<file path="src/rtl/axi4_lite_regbank.sv">
// axi4_lite_regbank: AXI4-Lite slave register file with byte strobes, error responses and write pulses.
// Optional AXI4L_PROT_CHECK_EN rejects unprivileged accesses (PROT[0]=0) with SLVERR.
module axi4_lite_regbank #(
    parameter int                 DATA_W  = 32,
    parameter int                 ADDR_W  = 8,
    parameter int                 N_REGS  = 5,
    parameter logic [N_REGS-1:0]  RO_MASK = '0,
    parameter logic [DATA_W-1:0]  REG_RST = '0
) (
    input  logic                       S_AXI_ACLK,
    input  logic                       S_AXI_ARESET,
    input  logic [ADDR_W-1:0]          S_AXI_AWADDR,
    input  logic [2:0]                 S_AXI_AWPROT,
    input  logic                       S_AXI_AWVALID,
    output logic                       S_AXI_AWREADY,
    input  logic [DATA_W-1:0]          S_AXI_WDATA,
    input  logic [DATA_W/8-1:0]        S_AXI_WSTRB,
    input  logic                       S_AXI_WVALID,
    output logic                       S_AXI_WREADY,
    output logic [1:0]                 S_AXI_BRESP,
    output logic                       S_AXI_BVALID,
    input  logic                       S_AXI_BREADY,
    input  logic [ADDR_W-1:0]          S_AXI_ARADDR,
    input  logic [2:0]                 S_AXI_ARPROT,
    input  logic                       S_AXI_ARVALID,
    output logic                       S_AXI_ARREADY,
    output logic [DATA_W-1:0]          S_AXI_RDATA,
    output logic [1:0]                 S_AXI_RRESP,
    output logic                       S_AXI_RVALID,
    input  logic                       S_AXI_RREADY,
    input  logic                       i_is_busy,
    input  logic [N_REGS*DATA_W-1:0]   i_ro_data,
    output logic [N_REGS*DATA_W-1:0]   o_regs,
    output logic [N_REGS-1:0]          o_wr_pulse
);
    localparam int NB  = DATA_W / 8;
    localparam int LSB = $clog2(NB);
    localparam int IW  = ADDR_W - LSB;

    logic                      aw_held, w_held, aw_hs, w_hs, ar_hs, commit;
    logic [ADDR_W-1:0]         aw_addr_q, w_addr;
    logic [DATA_W-1:0]         w_data_q, w_data, r_src;
    logic [NB-1:0]             w_strb_q, w_strb;
    logic [N_REGS*DATA_W-1:0]  regs_q;
    logic [IW-1:0]             w_idx, r_idx;
    logic                      w_map, w_ro, r_map, w_prot_ok, r_prot_ok, w_ok;
    logic [1:0]                w_resp;
    logic                      unused;

    assign S_AXI_AWREADY = !S_AXI_ARESET && !aw_held && !S_AXI_BVALID;
    assign S_AXI_WREADY  = !S_AXI_ARESET && !w_held && !S_AXI_BVALID;
    assign S_AXI_ARREADY = !S_AXI_ARESET && !S_AXI_RVALID;
    assign aw_hs  = S_AXI_AWVALID && S_AXI_AWREADY;
    assign w_hs   = S_AXI_WVALID && S_AXI_WREADY;
    assign ar_hs  = S_AXI_ARVALID && S_AXI_ARREADY;
    assign commit = (aw_held || aw_hs) && (w_held || w_hs);
    assign w_addr = aw_held ? aw_addr_q : S_AXI_AWADDR;
    assign w_data = w_held ? w_data_q : S_AXI_WDATA;
    assign w_strb = w_held ? w_strb_q : S_AXI_WSTRB;
    assign w_idx  = w_addr[ADDR_W-1:LSB];
    assign r_idx  = S_AXI_ARADDR[ADDR_W-1:LSB];

`ifdef AXI4L_PROT_CHECK_EN
    logic aw_priv_q;
    always_ff @(posedge S_AXI_ACLK)
        if (aw_hs) aw_priv_q <= S_AXI_AWPROT[0];
    assign w_prot_ok = aw_held ? aw_priv_q : S_AXI_AWPROT[0];
    assign r_prot_ok = S_AXI_ARPROT[0];
`else
    assign w_prot_ok = 1'b1;
    assign r_prot_ok = 1'b1;
`endif

    always_comb begin
        w_map = 1'b0;
        w_ro  = 1'b0;
        r_map = 1'b0;
        r_src = '0;
        for (int i = 0; i < N_REGS; i++) begin
            if (w_idx == IW'(i)) begin
                w_map = 1'b1;
                w_ro  = RO_MASK[i];
            end
            if (r_idx == IW'(i)) begin
                r_map = 1'b1;
                r_src = o_regs[i*DATA_W +: DATA_W];
            end
        end
    end

    assign w_ok   = w_map && !w_ro && !i_is_busy && w_prot_ok;
    assign w_resp = !w_map ? 2'b11 : (w_ok ? 2'b00 : 2'b10);

    always_ff @(posedge S_AXI_ACLK) begin
        if (aw_hs) aw_addr_q <= S_AXI_AWADDR;
        if (w_hs) begin
            w_data_q <= S_AXI_WDATA;
            w_strb_q <= S_AXI_WSTRB;
        end
    end

    // Commit only ever fires with BVALID low, since both READYs are gated by it.
    always_ff @(posedge S_AXI_ACLK) begin
        if (S_AXI_ARESET) begin
            aw_held      <= 1'b0;
            w_held       <= 1'b0;
            S_AXI_BVALID <= 1'b0;
            S_AXI_BRESP  <= 2'b00;
            o_wr_pulse   <= '0;
            regs_q       <= {N_REGS{REG_RST}};
        end else begin
            o_wr_pulse <= '0;
            if (commit) begin
                aw_held      <= 1'b0;
                w_held       <= 1'b0;
                S_AXI_BVALID <= 1'b1;
                S_AXI_BRESP  <= w_resp;
                for (int i = 0; i < N_REGS; i++)
                    if (w_ok && w_idx == IW'(i)) begin
                        o_wr_pulse[i] <= 1'b1;
                        for (int k = 0; k < NB; k++)
                            if (w_strb[k]) regs_q[i*DATA_W + k*8 +: 8] <= w_data[k*8 +: 8];
                    end
            end else begin
                if (aw_hs) aw_held <= 1'b1;
                if (w_hs) w_held <= 1'b1;
                if (S_AXI_BVALID && S_AXI_BREADY) S_AXI_BVALID <= 1'b0;
            end
        end
    end

    always_ff @(posedge S_AXI_ACLK) begin
        if (S_AXI_ARESET) begin
            S_AXI_RVALID <= 1'b0;
            S_AXI_RDATA  <= '0;
            S_AXI_RRESP  <= 2'b00;
        end else if (ar_hs) begin
            S_AXI_RVALID <= 1'b1;
            S_AXI_RRESP  <= !r_map ? 2'b11 : ((i_is_busy || !r_prot_ok) ? 2'b10 : 2'b00);
            S_AXI_RDATA  <= (r_map && !i_is_busy && r_prot_ok) ? r_src : '0;
        end else if (S_AXI_RVALID && S_AXI_RREADY) begin
            S_AXI_RVALID <= 1'b0;
        end
    end

    for (genvar i = 0; i < N_REGS; i++) begin : g_out
        assign o_regs[i*DATA_W +: DATA_W] = RO_MASK[i] ? i_ro_data[i*DATA_W +: DATA_W]
                                                       : regs_q[i*DATA_W +: DATA_W];
    end

    assign unused = ^{S_AXI_AWPROT, S_AXI_ARPROT, w_addr, S_AXI_ARADDR, i_ro_data, regs_q};
endmodule

</file>
<file path="config.mk">
export PLATFORM = sky130hd
export DESIGN_NAME = axi4_lite_regbank
export DESIGN_NICKNAME = d
export VERILOG_FILES = /design/src/rtl/axi4_lite_regbank.sv
export SDC_FILE = /design/constraint.sdc
export NUM_CORES = 1
export LEC_CHECK = 0
export ABC_AREA = 1
export BUFFER_PORTS_ARGS = -buffer_cell sky130_fd_sc_hd__buf_2
export CELL_PAD_IN_SITES_DETAIL_PLACEMENT = 0
export CELL_PAD_IN_SITES_GLOBAL_PLACEMENT = 1
export CORE_MARGIN = 3
export CORE_UTILIZATION = 37
export CTS_CLUSTER_SIZE = 16
export DETAILED_ROUTE_END_ITERATION = 16
export GPL_TIMING_DRIVEN = 0
export PLACE_DENSITY = 0.84
export SYNTH_ARGS = -nofsm -noshare
export SYNTH_HDL_FRONTEND = slang
export SYNTH_SLANG_ARGS = --single-unit
export TNS_END_PERCENT = 10
</file>
<file path="constraint.sdc">
create_clock -name S_AXI_ACLK -period 3.4 [get_ports S_AXI_ACLK]
set_input_delay 0 -clock S_AXI_ACLK [delete_from_list [all_inputs] [get_ports S_AXI_ACLK]]
set_output_delay 0 -clock S_AXI_ACLK [all_outputs]
set_load 0.1 [all_outputs]
</file>
==> summary.md, run 1 <==
| Metric | Value |
|---|---|
| Remaining DRCs | `0` |
| Worst r2r path cells | `10` |
| Post-synthesis net count | `1789` |
| Max Fclk | `359.0 MHz` |
| Max_slew headroom | `28.32%` |
| Initial antenna violation count | `0` |
| Non-Filler Instances | `2315` |
| Top delay family on crit path | `buffers and inverters` |
| H-tree depth | `1` |
| Hold path cells | `5` |
| CP most frequent cell | `nand2_1` |
| Worst path cell trace | `dlygate4sd3_1 -> buf_2 -> nor2_1 -> dlygate4sd3_1 -> nand2_1 -> nor2_2 -> nand2_2 -> inv_1 -> buf_2 -> nand2_1 -> nand2_1 -> nand2_1 -> nand2_1 -> a21oi_1` |
| Setup bufs post-CTS | `0` |
| FILL cells | `3080` |
| Antenna Nets Post-Route | `0` |
| Synth Area in XOR/XNOR | `0%` |
| First-pass GRT wire length | `67.60 mm` |
| Final hold vios | `0` |
| Worst path slowest cell | `dlygate4sd3_1` |
| Maximum vdd ir drop | `0.0003871 V` |
| Adder-Cell Fraction of Synth Area | `0%` |
| DR vias | `11800` |
| P per Cell Area | `466.1 nW/µm²` |
| Inserted Diodes | `0` |
| Layout cell share with drive strength beyond 1 | `20.57%` |
| Die height | `180.2 µm` |
| Post-synthesis mux area share | `0.6243%` |
| DRT Pass-1 Iters | `6` |
| Routed vias/inst | `5.096` |
| Clk root buf | `clkbuf_16` |
| Avg WL per Cell | `19.70 µm` |
| Cts hold-fix bufs | `50` |
| Io pins | `432` |
| CTS tree | `yes` |
| Simple-gate share of the synthesized area | `36.67%` |
| TritonCTS Buffers | `28` |
| CP required | `3.81 ns` |
| Max Fanout on Critical Path | `10` |
| Period utilization | `81.94%` |
| Tmin final | `2.786 ns` |
| Setup violators final | `0` |
| Total Routing Usage GR | `26.66%` |
| Worst path max stage delay | `0.60 ns` |
| Die W | `180.2 µm` |
| Clock Path Buffers | `3` |
| Setup TNS | `0 ns` |
| Clock latency on the worst-skew pair | `0.55 ns` |
| Leakage | `6.511 nW` |
| Nets | `2130` |
| Critical Path Start Type | `input pin` |
| Reg clk slew, reported paths | `0.06 ns` |
| Compound-Gate Fraction of Synth Area | `8.283%` |
| Area grow syn2layout | `28.94%` |
| FP Rows | `63` |
| Synth cell types | `29` |
| DP HPWL | `35.57 mm` |
| Total die area | `32460 µm²` |
| Max-cap viol count | `0` |
| CTS resizes | `0` |
| Buffers & Inverters on Critical Path | `5` |
| Avg Synthesized Cell Area | `7.181 µm²` |
| GP Congestion | `0.9233` |
| Vias in the first global route | `10680` |
| Crit. End Element | `flop` |
| Run status | `finished, final reports clean` |
| Gr ovfl total | `0` |
| Synthesized netlist cell count | `1563` |
| Largest net degree at the start of global routing | `37` |
| Commonest cells after routing, fill and taps aside | `nor2_1, nand2_1, buf_2, dfxtp_1, nand4_1` |
| WL final | `45.60 mm` |
| Slew @ Worst Pin | `1.064 ns` |
| Placed insts | `2213` |
| Netlist area before placement | `11220 µm²` |
| Starting density of the core | `37.67%` |
| Cell count along the critical path | `14` |
| IO Port Bufs | `260` |
| Yosys reg bits | `247` |
| Core area | `29800 µm²` |
| Largest family of logic cells by synthesized area | `simple AND/OR/NAND/NOR gates` |
| Pins over their slew limit | `0` |
| Unrepaired setup endpoints after global routing | `false` |
| Sink Count | `247` |
| Final setup skew | `0.01159 ns` |
| Hold crit path type | `input pin to flop` |
| CP arrival | `3.20 ns` |
| Synthesis Warnings | `0` |
| Post-synthesis sequential area ratio | `47.80%` |
| Kind of critical path | `input pin to flop` |
| Commonest non-fill, non-tap cell in the layout | `nor2_1` |
| Drt initial violations | `1363` |
metrics by stage:
step	util (%)	hold WS, ns	setup slack, ns	total power [mW]	cell area (µm²)
global route	48.57	0.1229	0.4253	6.934	14470
detailed placement	43.67	0.1950	0.9790	3.669	13010
global placement	43.67	0.1936	0.9977	3.662	13010
finish	48.57	0.02379	0.6141	6.746	14470
CTS	48.48	0.0004023	0.6709	6.741	14440
floorplan	-	0.09164	0.01993	3.455	11220
sequential cells by signal, summed over array words and instances, names as in the netlist:
| register | flops |
|---|---|
| o_regs | 160 |
| S_AXI_RDATA | 32 |
| w_data_q | 32 |
| aw_addr_q | 6 |
| o_wr_pulse | 5 |
| w_strb_q | 4 |
| S_AXI_BRESP | 2 |
| S_AXI_RRESP | 2 |
| S_AXI_BVALID | 1 |
| S_AXI_RVALID | 1 |
| aw_held | 1 |
| w_held | 1 |
power by group:
part	internal, mW	switching (mW)	total (mW)
sequential	3.01	0.0144	3.03
clock	1.79	1.28	3.08
combinational	0.162	0.478	0.640
total	4.97	1.77	6.75
tightest hold or removal path: cells and delay by family:
kind                   cells  cell delay, ns
buffers and inverters      1            0.10
AOI/OAI and AO/OA          1            0.12
and+or+nand+nor            3            0.31
cells in the mapped netlist:
master    count  area share [%]
nor2_1      383              13
nand2_1     359              12
dfxtp_1     205              37
nand4_1     102             5.7
inv_1        90             3.0
o21ai_0      79             3.5
a21oi_1      76             3.4
clkbuf_1     53             1.8
nand3_1      48             2.1
edfxtp_1     42              11
or2_2        25             1.4
buf_2        21            0.94
nor2_4       13             1.3
nor2_2       10            0.56
a22oi_1       9            0.60
buf_1         8            0.27
inv_2         7            0.23
mux2i_1       7            0.62
o21a_1        6            0.40
buf_4         5            0.33
nand3_4       3            0.47
clkinv_1      2           0.067
nand2_2       2            0.11
nor3_1        2           0.089
o21ai_1       2           0.089
a21boi_0      1           0.067
a21oi_4       1            0.14
nand2_4       1            0.10
o31ai_1       1           0.067
logic make-up (layout without fill, tap and decap cells):
logic type,after synthesis,count (layout)
and+or+nand+nor,948,948
DFF,247,247
muxes,7,7
buffers and inverters,186,548
AOI/OAI and AO/OA,175,175
metal layers:
layer | global-route usage, % | wire [µm]
met1 | 39.94 | 21050
met2 | 37.52 | 18180
met3 | 8.539 | 5442
met4 | 5.496 | 925
met5 | 0 | 0
final timing paths:
kind	startpoint	to	slack [ns]
max	S_AXI_ARADDR[6]	S_AXI_RDATA[28]	0.61
min	S_AXI_ARADDR[4]	S_AXI_RRESP[0]	0.02
max reg2reg	w_held	o_regs[152]	0.92
min reg2reg	S_AXI_RDATA[24]	S_AXI_RDATA[24]	0.46
area by class of cell:
class | count | area, µm² | area share (%)
tap | 390 | 488.0 | 3.372
buffer | 87 | 371.6 | 2.568
multi-input combinational | 1130 | 5115 | 35.34
timing repair buffer | 311 | 1829 | 12.64
clock inverter | 14 | 135.1 | 0.9338
inverter | 99 | 371.6 | 2.568
clock buffer | 37 | 795.8 | 5.499
sequential | 247 | 5365 | 37.07
(Power assumes the default switching activity.)
==> run 2, diff against run 1 <==
--- a/config.mk
+++ b/config.mk
@@ -10,11 +10,11 @@
 export CELL_PAD_IN_SITES_DETAIL_PLACEMENT = 0
 export CELL_PAD_IN_SITES_GLOBAL_PLACEMENT = 1
 export CORE_MARGIN = 3
-export CORE_UTILIZATION = 37
+export CORE_UTILIZATION = 34
 export CTS_CLUSTER_SIZE = 16
 export DETAILED_ROUTE_END_ITERATION = 16
 export GPL_TIMING_DRIVEN = 0
-export PLACE_DENSITY = 0.84
+export PLACE_DENSITY = 0.78
 export SYNTH_ARGS = -nofsm -noshare
 export SYNTH_HDL_FRONTEND = slang
 export SYNTH_SLANG_ARGS = --single-unit
==> constraint.sdc (replaced) <==
create_clock -name S_AXI_ACLK -period 2.74 [get_ports S_AXI_ACLK]
set_input_delay 0 -clock S_AXI_ACLK [delete_from_list [all_inputs] [get_ports S_AXI_ACLK]]
set_output_delay 0 -clock S_AXI_ACLK [all_outputs]
set_load 0.1 [all_outputs]
==> run 2 against run 1 <==
  * Worst hold slack better by 0.11 ns
  * Non-clock buffer count is 2 lower
  * Cell area is 0.59% higher
  * Register-to-register slack worse by 0.74 ns
  * Routed wire length is 1.7% higher
  * Sequential share of layout area is 0.22 points lower
  * Largest cell class unchanged
==> summary.md, run 2 (same netlist as run 1, synthesis figures left out) <==
| Metric | Value |
|---|---|
| Combinational share of power | `9.4%` |
| Remaining DRCs | `0` |
| Top delay family on crit path | `simple AND/OR/NAND/NOR gates` |
| Clk root buf | `clkbuf_16` |
| Max-cap viol count | `0` |
| Kind of critical path | `flop to flop` |
| Tmin final | `2.557 ns` |
| R2R Setup Slk | `0.18 ns` |
| First-pass GRT wire length | `68.94 mm` |
| Final setup skew | `0.01828 ns` |
| Crit. End Element | `flop` |
| Largest net degree at the start of global routing | `37` |
| CTS resizes | `0` |
| Seq pwr share | `44.3%` |
| CTS tree | `yes` |
| R2r startpoint | `w_held` |
| CP most frequent cell | `nand2_1` |
| Setup bufs post-CTS | `0` |
| Commonest non-fill, non-tap cell in the layout | `nor2_1` |
| CP required | `3.16 ns` |
| Maximum vdd ir drop | `0.0004576 V` |
| Reg clk slew, reported paths | `0.06 ns` |
| Run status | `finished, final reports clean` |
| DR vias | `11760` |
| FP Rows | `65` |
| Register area | `5365 µm²` |
| Final hold vios | `0` |
| Avg WL per Cell | `19.67 µm` |
| IO Port Bufs | `260` |
| Setup TNS | `0 ns` |
| Clock Path Buffers | `3` |
| Vias in the first global route | `11070` |
| Critical Path Start Type | `flop` |
| HP Start | `i_is_busy` |
| Core area | `32040 µm²` |
| Internal | `6.326 mW` |
| Max reg flops | `160` |
| Layout cell share with drive strength beyond 1 | `20.64%` |
| Core Util, Final | `45.43%` |
| Sw frac | `25.39%` |
| Commonest cells after routing, fill and taps aside | `nor2_1, nand2_1, buf_2, dfxtp_1, nand4_1` |
| Clock group share of total power | `46.3%` |
| Antenna Nets Post-Route | `0` |
| Area occupied by multi-input gates | `5122 µm²` |
| Max Fclk | `391.1 MHz` |
| Area grow syn2layout | `29.70%` |
| Crit path from | `w_held` |
| Worst path max stage delay | `0.62 ns` |
| Setup violators final | `0` |
| Starting density of the core | `35.03%` |
| Period utilization | `93.32%` |
| Max_slew headroom | `30.64%` |
| Die W | `187.7 µm` |
| TritonCTS Buffers | `29` |
| Routed vias/inst | `4.986` |
| WL final | `46.39 mm` |
| DP HPWL | `36.31 mm` |
| Inserted Diodes | `0` |
| P per Cell Area | `582.5 nW/µm²` |
| Hold crit path type | `input pin to flop` |
| Buffers & Inverters on Critical Path | `3` |
| FILL cells | `3393` |
| Worst path slowest cell | `nor2_1` |
| NetSw | `2.153 mW` |
| Total die area | `35230 µm²` |
| Slew @ Worst Pin | `1.030 ns` |
| Leakage | `6.536 nW` |
| Gr ovfl total | `0` |
| Die height | `187.7 µm` |
| CP arrival | `2.98 ns` |
| Unrepaired setup endpoints after global routing | `false` |
| DRT Pass-1 Iters | `5` |
| Total Routing Usage GR | `25.38%` |
| Drt initial violations | `1039` |
| Initial antenna violation count | `0` |
| Pins over their slew limit | `0` |
| Worst path cell trace | `inv_1 -> clkbuf_1 -> nand2_1 -> nand2_1 -> inv_1 -> nor2_1 -> nand2_1 -> o21ai_0 -> nor2_1` |
| GP Congestion | `0.9062` |
| Max Fanout on Critical Path | `10` |
| Clock latency on the worst-skew pair | `0.55 ns` |
| H-tree depth | `1` |
| Nets | `2129` |
| Io pins | `432` |
| Sink Count | `247` |
| Cts hold-fix bufs | `48` |
run 2: cell count changes in the layout (fill, tap and decap cells not counted), sizes merged:
cell         delta
bufinv          -1
clkbuf          +8
inv             -1
clkinv          -1
dlygate4sd3     -2
clkinvlp        -5
run 2: area by class of cell:
cell class                 instances  area share (%)
sequential                       247           36.86
buffer                            87           2.553
tap                              435           3.739
clock inverter                     6          0.3954
multi-input combinational       1130           35.19
timing repair buffer             309           12.38
inverter                          99           2.553
clock buffer                      45           6.335
run 2: worst paths after layout:
kind,endpoint,cells after the start
max,o_regs[158],9
min,o_regs[41],6
max reg2reg,o_regs[158],9
min reg2reg,S_AXI_RDATA[24],2
run 2: metrics by stage:
stage / hold slack, ns / worst slack (ns) / instances / power (mW) / area (µm²)
after floorplan: 0.09164 / -0.1295 / 1563 / 4.289 / 11230
after global placement: 0.1929 / 0.3347 / 2258 / 4.553 / 13080
after detailed placement: 0.1946 / 0.3019 / 2258 / 4.561 / 13080
after CTS: 0.09138 / 0.2622 / 2357 / 8.512 / 14540
after global routing: 0.1622 / 0.05739 / 2358 / 8.738 / 14560
final: 0.1310 / 0.1830 / 2358 / 8.480 / 14560
run 2: power by group through the flow:
stage | Clock (mW) | Sequential [mW] | Combinational (mW)
6_report | 3.93 | 3.76 | 0.794
5_1_grt | 4.12 | 3.76 | 0.859
4_1_cts | 3.98 | 3.76 | 0.776
3_5_place_dp | 0 | 3.84 | 0.722
3_3_place_gp | 0 | 3.84 | 0.716
2_1_floorplan | 0 | 3.90 | 0.388
run 2: tightest hold or removal path: cells and delay by family:
family | cells | cell delay, ns
simple gates | 4 | 0.32
buf+inv | 2 | 0.32
run 2: layer usage:
metal  share of wire, %  track usage (%)  wire, µm  vias up
li1                   -                -         -     5746
met1                 47            37.76     21950     5435
met2                 40            36.03     18360      510
met3                 11            7.665      5024       65
met4                2.3            5.512      1048        0
met5                  0                0         0        -
==> run 3, diff against run 2 <==
--- a/config.mk
+++ b/config.mk
@@ -7,7 +7,7 @@
 export LEC_CHECK = 0
 export ABC_AREA = 1
 export BUFFER_PORTS_ARGS = -buffer_cell sky130_fd_sc_hd__buf_2
-export CELL_PAD_IN_SITES_DETAIL_PLACEMENT = 0
+export CELL_PAD_IN_SITES_DETAIL_PLACEMENT = 1
 export CELL_PAD_IN_SITES_GLOBAL_PLACEMENT = 1
 export CORE_MARGIN = 3
 export CORE_UTILIZATION = 34
==> run 3 against run 2 <==
  * Routed wire length increased by 7.7%
  * Worst setup slack got worse by 0.020 ns
  * First-iteration DRC count decreased by 13%
  * Global-route usage increased by 2.4 points
  * Via count increased by 3.1%
  * Sequential share of layout area increased by 0.099 points
  * Register-to-register slack got worse by 0.02 ns
  * Worst hold slack got worse by 0.0024 ns
  * Power decreased by 0.61%
  * Largest cell class unchanged
==> summary.md, run 3 (same netlist as run 1, synthesis figures left out) <==
| Metric | Value |
|---|---|
| Gr ovfl total | `0` |
| R2r startpoint | `w_held` |
| Placed insts | `2258` |
| Clock Path Buffers | `3` |
| First-pass GRT wire length | `75.79 mm` |
| Maximum vdd ir drop | `0.0005434 V` |
| Drt initial violations | `904` |
| CTS tree | `yes` |
| Kind of critical path | `flop to flop` |
| M1 GR Usage | `38.38%` |
| Antenna Nets Post-Route | `0` |
| Initial antenna violation count | `0` |
| Leakage | `6.510 nW` |
| Io pins | `432` |
| Unrepaired setup endpoints after global routing | `false` |
| Cts hold-fix bufs | `48` |
| Crit. End Element | `flop` |
| Core area | `32040 µm²` |
| Period utilization | `94.06%` |
| Worst path cell trace | `inv_1 -> clkbuf_1 -> nand2_1 -> nand2_1 -> inv_1 -> nor2_1 -> nand2_1 -> o21ai_0 -> nor2_1` |
| Inserted Diodes | `0` |
| DR vias | `12120` |
| DP HPWL | `39.02 mm` |
| WL final | `49.96 mm` |
| Commonest non-fill, non-tap cell in the layout | `nor2_1` |
| DRT Pass-1 Iters | `5` |
| CP most frequent cell | `nand2_1` |
| Worst flop-to-flop path endpoint | `o_regs[158]` |
| Setup bufs post-CTS | `0` |
| Clock latency on the worst-skew pair | `0.55 ns` |
| CP arrival | `3.01 ns` |
| Tmin final | `2.577 ns` |
| Max Fanout on Critical Path | `10` |
| Sink Count | `247` |
| Starting density of the core | `35.03%` |
| Reg clk slew, reported paths | `0.06 ns` |
| GR peak layer | `met2` |
| Hold WS | `0.1286 ns` |
| Remaining DRCs | `0` |
| P per Cell Area | `580.5 nW/µm²` |
| Final hold vios | `0` |
| GP Congestion | `0.9062` |
| H-tree depth | `1` |
| Hold Path End | `S_AXI_RRESP[0]` |
| CP required | `3.18 ns` |
| Die W | `187.7 µm` |
| Die height | `187.7 µm` |
| GRT met2 Usage | `42.09%` |
| TritonCTS Buffers | `29` |
| IO Port Bufs | `260` |
| Avg WL per Cell | `21.19 µm` |
| Setup violators final | `0` |
| Max-cap viol count | `0` |
| Total die area | `35230 µm²` |
| Pins over their slew limit | `0` |
| Critical Path Start Type | `flop` |
| Max Fclk | `388.0 MHz` |
| HP Start | `S_AXI_ARADDR[6]` |
| Hold path cells | `5` |
| Worst path slowest cell | `nor2_1` |
| Non-Filler Instances | `2358` |
| Final setup skew | `0.01167 ns` |
| Max reg flops | `160` |
| Total Routing Usage GR | `27.74%` |
| Area grow syn2layout | `29.35%` |
| Vias in the first global route | `12430` |
| Run status | `finished, final reports clean` |
| Clk root buf | `clkbuf_16` |
| Layout cell share with drive strength beyond 1 | `20.28%` |
| Max_slew headroom | `27.84%` |
| FP Rows | `65` |
| Core Util, Final | `45.31%` |
| R2R Setup Slk | `0.16 ns` |
| Worst r2r path cells | `9` |
| Nets | `2129` |
| Hold crit path type | `input pin to flop` |
| Commonest cells after routing, fill and taps aside | `nor2_1, nand2_1, buf_2, dfxtp_1, nand4_1` |
| Largest net degree at the start of global routing | `37` |
| CTS resizes | `0` |
| Slew @ Worst Pin | `1.071 ns` |
| Met3 usage | `8.076%` |
| Routed vias/inst | `5.138` |
| Worst path max stage delay | `0.63 ns` |
-- run 3: final cells by class --
cell class,count,area [µm²]
buffer,87,371.6
clock buffer,46,859.6
clock inverter,5,73.82
fill,4148,17530
inverter,99,371.6
multi-input combinational,1130,5122
sequential,247,5365
tap,435,544.3
timing repair buffer,309,1809
-- run 3: worst max path at each step --
stage / cells after the start / endpoint / from / slack (ns)
2_1_floorplan: 1 / S_AXI_AWREADY / S_AXI_BVALID / -0.13
3_3_place_gp: 12 / S_AXI_RDATA[30] / S_AXI_ARADDR[7] / 0.33
3_5_place_dp: 12 / S_AXI_RDATA[29] / S_AXI_ARADDR[7] / 0.27
4_1_cts: 8 / o_regs[158] / aw_held / 0.28
5_1_grt: 10 / o_regs[155] / w_held / 0.02
6_report: 9 / o_regs[158] / w_held / 0.16
-- run 3: through the flow --
| stage | setup WS, ns | setup TNS [ns] | cell area, µm² | total power [mW] |
|---|---|---|---|---|
| 2_1_floorplan | -0.1295 | -0.2590 | 11230 | 4.289 |
| 3_3_place_gp | 0.3347 | 0 | 13080 | 4.553 |
| 3_5_place_dp | 0.2669 | 0 | 13080 | 4.573 |
| 4_1_cts | 0.2812 | 0 | 14490 | 8.443 |
| 5_1_grt | 0.01520 | 0 | 14520 | 8.678 |
| 6_report | 0.1627 | 0 | 14520 | 8.428 |
-- run 3: report_power, final --
| part | switching, mW | internal, mW | total, mW | leakage (nW) |
|---|---|---|---|---|
| Clock | 1.54 | 2.31 | 3.85 | 0.457 |
| Combinational | 0.616 | 0.200 | 0.816 | 4.01 |
| Sequential | 0.0181 | 3.74 | 3.76 | 2.04 |
-- run 3: worst max-delay path, delay by kind of cell, from the launching register on --
kind | cells | cell delay [ns]
simple gates | 5 | 1.34
flops | 1 | 0.31
compound gates | 1 | 0.33
buf+inv | 3 | 0.48
-- run 3: layer usage --
metal,part of all wire [%],wire (µm)
met4,3.2,1605
met2,42,20840
met5,0,0
met3,10,5214
met1,45,22300
